**src/rtl/pe_act_receiver_pkg.sv**
```systemverilog
// Shared types for the PE activation receiver: bus widths, FSM encoding and
// the queue-entry layout (activation index in the MSBs, value in the LSBs).
package pe_act_receiver_pkg;

  localparam int unsigned PE_ACT_NO_W = 16;
  localparam int unsigned PE_ADDR_W   = 16;
  localparam int unsigned PE_DATA_W   = 16;
  localparam int unsigned PE_QUEUE_W  = PE_ADDR_W + PE_DATA_W;

  typedef enum logic [1:0] {
    ST_IDLE  = 2'd0,
    ST_RECV  = 2'd1,
    ST_DRAIN = 2'd2,
    ST_DONE  = 2'd3
  } recv_state_e;

  typedef struct packed {
    logic [PE_ADDR_W-1:0] idx;
    logic [PE_DATA_W-1:0] val;
  } act_entry_t;

endpackage

```
**src/rtl/pe_skid_buffer.sv**
```systemverilog
// Two-entry FIFO skid buffer between the router flit port and the PE
// activation queue; a push and pop in the same cycle keep occupancy.
module pe_skid_buffer #(
  parameter int unsigned W = 32
) (
  input  logic         clk,
  input  logic         rst,
  input  logic         push,
  input  logic [W-1:0] push_data,
  input  logic         pop,
  output logic [W-1:0] head,
  output logic         empty,
  output logic         full,
  output logic [1:0]   count_next
);

  logic [1:0][W-1:0] mem_q, mem_d;
  logic              wr_ptr_q, wr_ptr_d;
  logic              rd_ptr_q, rd_ptr_d;
  logic [1:0]        count_q, count_d;
  logic              do_push, do_pop;

  always_comb begin
    do_pop   = pop && (count_q != 2'd0);
    do_push  = push && ((count_q != 2'd2) || do_pop);
    mem_d    = mem_q;
    wr_ptr_d = wr_ptr_q;
    rd_ptr_d = rd_ptr_q;
    count_d  = count_q + 2'(do_push) - 2'(do_pop);
    if (do_push) begin
      mem_d[wr_ptr_q] = push_data;
      wr_ptr_d        = ~wr_ptr_q;
    end
    if (do_pop) begin
      rd_ptr_d = ~rd_ptr_q;
    end
  end

  always_ff @(posedge clk or posedge rst) begin
    if (rst) begin
      mem_q    <= '0;
      wr_ptr_q <= 1'b0;
      rd_ptr_q <= 1'b0;
      count_q  <= 2'd0;
    end else begin
      mem_q    <= mem_d;
      wr_ptr_q <= wr_ptr_d;
      rd_ptr_q <= rd_ptr_d;
      count_q  <= count_d;
    end
  end

  assign head       = mem_q[rd_ptr_q];
  assign empty      = (count_q == 2'd0);
  assign full       = (count_q == 2'd2);
  assign count_next = count_d;

endmodule

```
**src/rtl/pe_act_receiver.sv**
```systemverilog
// Receives activation flits from the router and forwards them to the PE queue.
// Define PE_ZERO_SKIP_EN to count but not forward zero-valued activations.
module pe_act_receiver
  import pe_act_receiver_pkg::*;
#(
  parameter int unsigned PE_IDX = 0
) (
  input  logic                  clk,
  input  logic                  rst,
  input  logic                  pe_start_calc,
  input  logic [PE_ACT_NO_W-1:0] in_act_no,
  input  logic                  act_recv_en,
  input  logic [PE_ADDR_W-1:0]  act_recv_idx,
  input  logic [PE_DATA_W-1:0]  act_recv_data,
  output logic                  recv_rdy,
  input  logic                  queue_full,
  output logic                  push_act,
  output logic [PE_QUEUE_W-1:0] act_in,
  output logic                  layer_recv_done
);

  recv_state_e            state_q, state_d;
  logic [PE_ACT_NO_W-1:0] cnt_q, cnt_d;
  logic [PE_ACT_NO_W-1:0] act_no_q, act_no_d;
  logic                   recv_rdy_q, recv_rdy_d;
  logic                   done_q, done_d;

  logic                   accept;
  logic                   buf_wr;
  logic                   buf_pop;
  logic                   buf_empty;
  logic                   buf_full;
  logic [1:0]             buf_cnt_next;
  logic [PE_QUEUE_W-1:0]  buf_head;
  act_entry_t             wr_entry;

  assign accept   = act_recv_en && recv_rdy_q;
  assign wr_entry = '{idx: act_recv_idx, val: act_recv_data};

`ifdef PE_ZERO_SKIP_EN
  assign buf_wr = accept && (act_recv_data != '0);
`else
  assign buf_wr = accept;
`endif

  assign buf_pop = !buf_empty && !queue_full;

  pe_skid_buffer #(
    .W(PE_QUEUE_W)
  ) u_skid (
    .clk        (clk),
    .rst        (rst),
    .push       (buf_wr),
    .push_data  (wr_entry),
    .pop        (buf_pop),
    .head       (buf_head),
    .empty      (buf_empty),
    .full       (buf_full),
    .count_next (buf_cnt_next)
  );

  // Layer sequencing; the received count includes flits that were not stored.
  always_comb begin
    state_d    = state_q;
    cnt_d      = cnt_q;
    act_no_d   = act_no_q;
    recv_rdy_d = 1'b0;
    done_d     = 1'b0;
    case (state_q)
      ST_IDLE: begin
        if (pe_start_calc) begin
          act_no_d = in_act_no;
          cnt_d    = '0;
          state_d  = (in_act_no == '0) ? ST_DONE : ST_RECV;
        end
      end
      ST_RECV: begin
        if (accept) begin
          cnt_d = cnt_q + PE_ACT_NO_W'(1);
          if (cnt_q == act_no_q - PE_ACT_NO_W'(1)) begin
            state_d = ST_DRAIN;
          end
        end
      end
      ST_DRAIN: begin
        if (buf_cnt_next == 2'd0) begin
          state_d = ST_DONE;
        end
      end
      ST_DONE: begin
        state_d = ST_IDLE;
      end
      default: begin
        state_d = ST_IDLE;
      end
    endcase
    recv_rdy_d = (state_d == ST_RECV) && (buf_cnt_next < 2'd2);
    done_d     = (state_q == ST_DONE);
  end

  always_ff @(posedge clk or posedge rst) begin
    if (rst) begin
      state_q    <= ST_IDLE;
      cnt_q      <= '0;
      act_no_q   <= '0;
      recv_rdy_q <= 1'b0;
      done_q     <= 1'b0;
    end else begin
      state_q    <= state_d;
      cnt_q      <= cnt_d;
      act_no_q   <= act_no_d;
      recv_rdy_q <= recv_rdy_d;
      done_q     <= done_d;
    end
  end

  assign recv_rdy        = recv_rdy_q;
  assign push_act        = buf_pop;
  assign act_in          = buf_head;
  assign layer_recv_done = done_q;

`ifndef SYNTHESIS
  // Out-of-range indices are forwarded untouched but flagged here.
  idx_range_a : assert property (@(posedge clk) disable iff (rst)
    accept |-> (act_recv_idx < act_no_q))
    else $error("pe_act_receiver[%0d]: act_recv_idx %0d >= in_act_no %0d",
                PE_IDX, act_recv_idx, act_no_q);

  no_overflow_a : assert property (@(posedge clk) disable iff (rst)
    !(buf_wr && buf_full && !buf_pop))
    else $error("pe_act_receiver[%0d]: skid buffer overflow", PE_IDX);
`endif

endmodule

```
**config.mk**
```make
export PLATFORM = sky130hd
export DESIGN_NAME = pe_act_receiver
export DESIGN_NICKNAME = d
export VERILOG_FILES = /design/src/rtl/pe_act_receiver_pkg.sv /design/src/rtl/pe_skid_buffer.sv /design/src/rtl/pe_act_receiver.sv
export SDC_FILE = /design/constraint.sdc
export NUM_CORES = 1
export LEC_CHECK = 0
export BUFFER_PORTS_ARGS = -buffer_cell sky130_fd_sc_hd__clkbuf_2
export CAP_MARGIN = 25
export CORE_MARGIN = 10
export CORE_UTILIZATION = 57
export CTS_CLUSTER_SIZE = 24
export DETAILED_ROUTE_END_ITERATION = 10
export GPL_TIMING_DRIVEN = 1
export HOLD_SLACK_MARGIN = 0.05
export PLACE_DENSITY = 0.8
export SKIP_CTS_REPAIR_TIMING = 1
export SLEW_MARGIN = 20
export SYNTH_ARGS = -nofsm -noshare
export SYNTH_HDL_FRONTEND = slang
export SYNTH_HIERARCHICAL = 1
export SYNTH_SLANG_ARGS = --single-unit
```
**constraint.sdc**
```tcl
create_clock -name clk -period 3.4 [get_ports clk]
set_input_delay 0.51 -clock clk [delete_from_list [all_inputs] [get_ports clk]]
set_output_delay 0.51 -clock clk [all_outputs]
set_load 0.02 [all_outputs]
```
* Yosys cells after proc, flatten, opt, wreduce, memory -nomap -nowiden
Cells that the tools add are included.
Word-level totals: bits in latches 0, output and inout port bits 35, word-level logic and storage cells 59, memory bits (read-only) 0, memories kept 0, bits in registers 104, input bits 53, bits in writable memories 0
Cells by class: eq/ne operators 8, shift operators 0, order comparisons 4, $add $sub $neg 4, multipliers 0, divide/modulo/power cells 0, reductions and logical operators 17, muxes and demuxes 14, bitwise logic cells 2
Operators with widths (number):
- 2-to-1 mux 32 bit | 3
- bitwise mux 64 bit | 1
- demux 32 bit (select 1 bit) | 1
- 2-to-1 mux 16 bit | 2
- case mux 16 bit (2 select lines) | 1
- adder 16 x 1 -> 16 bit (second input constant) | 1
- equality test 16 bit | 1
- zero test 16 bit | 1
- subtractor 16 x 1 -> 16 bit (second input constant) | 1
- 2-to-1 mux 2 bit | 5
- case mux 2 bit (4 select lines) | 1
- logical AND 1 bit | 6
- zero test 2 bit | 3
- equality test 2 x 1 -> 1 bit (second input constant) | 2
- equality test 2 bit (second input constant) | 2
- less-than comparator 1 x 2 -> 1 bit (second input constant) | 2
- inequality test 2 bit (second input constant) | 2
- nonzero test 2 bit | 2
- AND reduction 3 bit | 1
- adder 2 x 1 -> 2 bit | 1
- zero test 1 bit | 2
- less-than comparator 2 bit (second input constant) | 1
- inequality test 2 x 1 -> 1 bit (second input constant) | 1
- NOT 1 bit | 2
- 4 further kinds | 4

* Logic depth before layout (Yosys ltp)
word-level depth 13, depth in mapped cells 10

* Hierarchy
The synthesis kept the hierarchy.
Modules (own cells, without submodules):
- pe_skid_buffer | area an instance 3234.4 um2, times used 1, cells an instance 196
- pe_act_receiver | area an instance 2138.3 um2, times used 1, cells an instance 223

* Worst setup path before layout
OpenSTA, ideal clock, no wires.
path kind register -> register, start register act_no_q[0], end register state_q[0], path slack 0.806 ns, arrival 2.454 ns, period minus slack after synthesis 2.594 ns, setup time 0.140 ns, stages on the path, launching flop included 10, path buffers 1, cell sequence dfrtp_1 inv_1 ha_1 or3b_1 clkbuf_1 nor3_2 a21oi_1 or4b_1 nor4_2 o22ai_1
Between the ends: word-level cells in the longest chain between the ends 5
RTL lines:
- start: declaration | RTL line pe_act_receiver.sv:24 | logic [PE_ACT_NO_W-1:0] act_no_q, act_no_d;
- start signal: assignment | RTL line pe_act_receiver.sv:111 | act_no_q <= act_no_d;
- subtractor 16 x 1 -> 16 bit | RTL line pe_act_receiver.sv:80 | if (cnt_q == act_no_q - PE_ACT_NO_W'(1)) begin
- equality test 16 bit | RTL line pe_act_receiver.sv:80
- 2-to-1 mux 2 bit | RTL line pe_act_receiver.sv:80
- 2-to-1 mux 2 bit | RTL line pe_act_receiver.sv:78 | if (accept) begin
- case mux 2 bit (4 select lines) | RTL line pe_act_receiver.sv:69 | case (state_q)
- via state_d[0] | RTL line pe_act_receiver.sv:22 | recv_state_e state_q, state_d;
- end signal: assignment | RTL line pe_act_receiver.sv:109 | state_q <= state_d;
- end: declaration | RTL line pe_act_receiver.sv:22
The timed path passes the listed nets, and every way through them passes these cells. A chain may end at the register's enable or synchronous reset.

* Worst setup path in the final report
Ends and elaborated chain as after synthesis.

==> metrics.md <==
| Metric | Value |
|---|---|
| Outcome | completed |
| Synth Cell Area | 5370 um^2 |
| Setup TNS | 0 ns |
| Worst-Skew Late Latency | 0.36 ns |
| ANT nets after route | 0 |
| Net Count, Synth | about 470 |
| Startpoint Class | register |
| Comb power frac | 0.471 |
| Number of CTS-inserted buffers | 9 |
| Cell Pwr Density | a little over 900 nW/um^2 |
| Slew @ Worst Pin | between 0.7 and 0.8 ns |
| Final setup fails | 0 |
| Clock Tree Buf Depth | 2 |
| Worst VDD drop | ~530 uV |
| Antenna violations before repair | 0 |
| Wire length on met3 | 637 um |
| Detailed placement HPWL | about 8300 um |
| Tot GR Track Use | 0.174 |
| Largest fanout on the critical path | 6 |
| I/O pin cnt | approximately 90 |
| Initial DRC count | approximately 220 |
| Peak Freq | between 300 and 400 MHz |
| Minimum clock period | roughly 2.8 ns |
| Pwr Total | 5.68 mW |
| Internal Power | 3.53 mW |
| WP data arrival | 3.06 ns |
| Initial Utilization | 0.584 |
| Rows | 35 |
| Fillcell total | ~700 |
| Max-slew headroom | 0.472 |
| Overflow after GRT | 0 |
| Largest net degree at the start of global routing | 37 |
| Area Growth Syn to Fin | 13.5% |
| Final #Nets | about 560 |
| Total number of vias | 3522 |
| Max Cap Violations | 0 |
| CP Launch Point | act_no_q[0] |
| Vias in the first global route | ~3.7k |
| Ratio of cells with drive above 1 in the final layout | 0.448 |
| # diodes | 0 |
| Root buffer cell | clkbuf_8 |
| H-tree levels | 3 |
| Max-slew violations | 0 |
| Total wire length | 11300 um |
| Clk_skew | roughly 0.014 ns |
| Max layer used | met4 |
| Routed vias/inst | approximately 5.7 |
| Port-buffer cells | 87 |
| Mapped Avg Cell Area | roughly 13 um^2 |
| First-pass GRT wire length | ~19000 um |
| Final Hold Viols | 0 |
| Clock Pin Slew Worst Setup and Hold Paths | around 0.11 ns |
| CTS tree | yes |
| Die X | around 120 um |
| Warnings, synthesis | 6 |
| Post-DR wirelength/cell | around 18 um |
| Hold Path Class | input port to async pin |
| Critical Path Sink Type | register |
| # clock sinks | ~100 |
| Fin crit share | 0.827 |
| Reg2Reg Depth | 8 |
| Switching Share | 0.378 |
| R2R Path Start | act_no_q[0] |
| Flop2flop setup slack | 0.59 ns |
| Drt pass-1 iters | 4 |
| Final hold slack | between 0.15 and 0.2 ns |
| DRC | 0 |
| Sequential power share | 0.385 |
| Data required, critical path | between 3 and 4 ns |
| LEAKAGE | between 2 and 3 nW |
| Final GP Congestion | between 0.8 and 0.9 |
| Reg2reg end | state_q[0] |
| Clock Power Share | 0.144 |
| Critical path endpoint | state_q[0] |
| RSZ-0062 raised after global routing | false |
| Met1 Wirelength | about 5200 um |
| Core Area | approximately 9000 um^2 |
| Total length of routed met2 wires | roughly 5400 um |
| Die height | between 100 and 150 um |
| Switching power total | ~2.1 mW |
| Syn Inst Count | 418 |
| CP Class | register to register |
| Die area | 13700 um^2 |
## cell type report
cell class,count,area [um^2],share of cell area
Multi-Input combinational cell,286,2610,0.429
Sequential cell,104,2600,0.427
Timing Repair Buffer,95,508,0.0834
Tap cell,111,139,0.0228
Clock buffer,9,124,0.0203
Clock inverter,7,85.1,0.0140
Inverter,6,22.5,0.00370
## metrics by stage
| step | std cells | utilization | instance area (um^2) | worst slack, ns |
|---|---|---|---|---|
| finish | 618 | 0.662 | 6090 | 0.588 |
| global route | 618 | 0.662 | 6090 | 0.403 |
| CTS | 618 | 0.662 | 6090 | 0.578 |
| detailed placement | 602 | 0.640 | 5880 | 0.586 |
| global placement | 601 | 0.638 | 5860 | 0.660 |
| floorplan | 418 | - | 5370 | 0.806 |
## how the worst min path moves through the flow
stage / start / endpoint / slack [ns] / cells after the start
floorplan: u_skid/mem_q[0] / u_skid/mem_q[0] / 0.45 / 1
global placement: u_skid/mem_q[27] / u_skid/mem_q[27] / 0.46 / 1
detailed placement: u_skid/mem_q[14] / u_skid/mem_q[14] / 0.47 / 1
CTS: rst / u_skid/mem_q[17] / 0.18 / 2
global route: rst / u_skid/mem_q[12] / 0.21 / 2
finish: rst / u_skid/mem_q[44] / 0.17 / 2
## worst max-delay path, stage by stage, from the launching register on
cell	delay [ns]
dfrtp_1	0.44
inv_1	0.09
ha_1	0.24
or3b_1	0.48
nor3_2	0.27
a21oi_1	0.09
or4b_1	0.53
nor4_2	0.40
o22ai_1	0.14
## registers in the layout, indices dropped and copies added (netlist names)
signal           count
act_no_q            16
layer_recv_done      1
u_skid/wr_ptr_q      1
state_q              2
u_skid/rd_ptr_q      1
cnt_q               16
u_skid/mem_q        64
u_skid/count_q       2
recv_rdy             1
## power groups by stage
stage,clock network [mW],logic (mW),registers [mW]
2_1_floorplan,0,2.20,2.04
3_3_place_gp,0,2.64,2.14
3_5_place_dp,0,2.69,2.20
4_1_cts,0.838,2.71,2.18
5_1_grt,0.887,2.89,2.27
6_report,0.818,2.68,2.18
## metal layers
layer  track usage  vias to the layer above
met4        0.0445                        0
met2         0.284                       90
met3        0.0372                        6
li1              -                     1670
met5             0                        -
met1         0.231                     1756
## layout by cell type, fill, tap and decap left out, types with 2 or more instances in the layout
master / n
nor3_1: 9
xnor2_1: 15
inv_8: 2
o211ai_1: 2
clkbuf_8: 9
nor3b_4: 2
nand4_1: 5
and3_1: 3
clkinvlp_4: 2
ha_1: 3
mux2_4: 56
o21ai_0: 12
inv_1: 5
mux2_1: 3
or2_2: 2
nor4b_1: 2
o22ai_1: 2
o221ai_1: 2
clkbuf_2: 87
xor2_1: 18
and2_1: 4
nand2_1: 15
buf_4: 7
dfrtp_1: 104
or3_1: 4
a211oi_1: 2
nor4_1: 8
nand2b_1: 4
nand3_1: 8
nor2_1: 22
a21oi_1: 11
or4_1: 4
mux2_2: 51
Power figures use the tool's default switching activity.
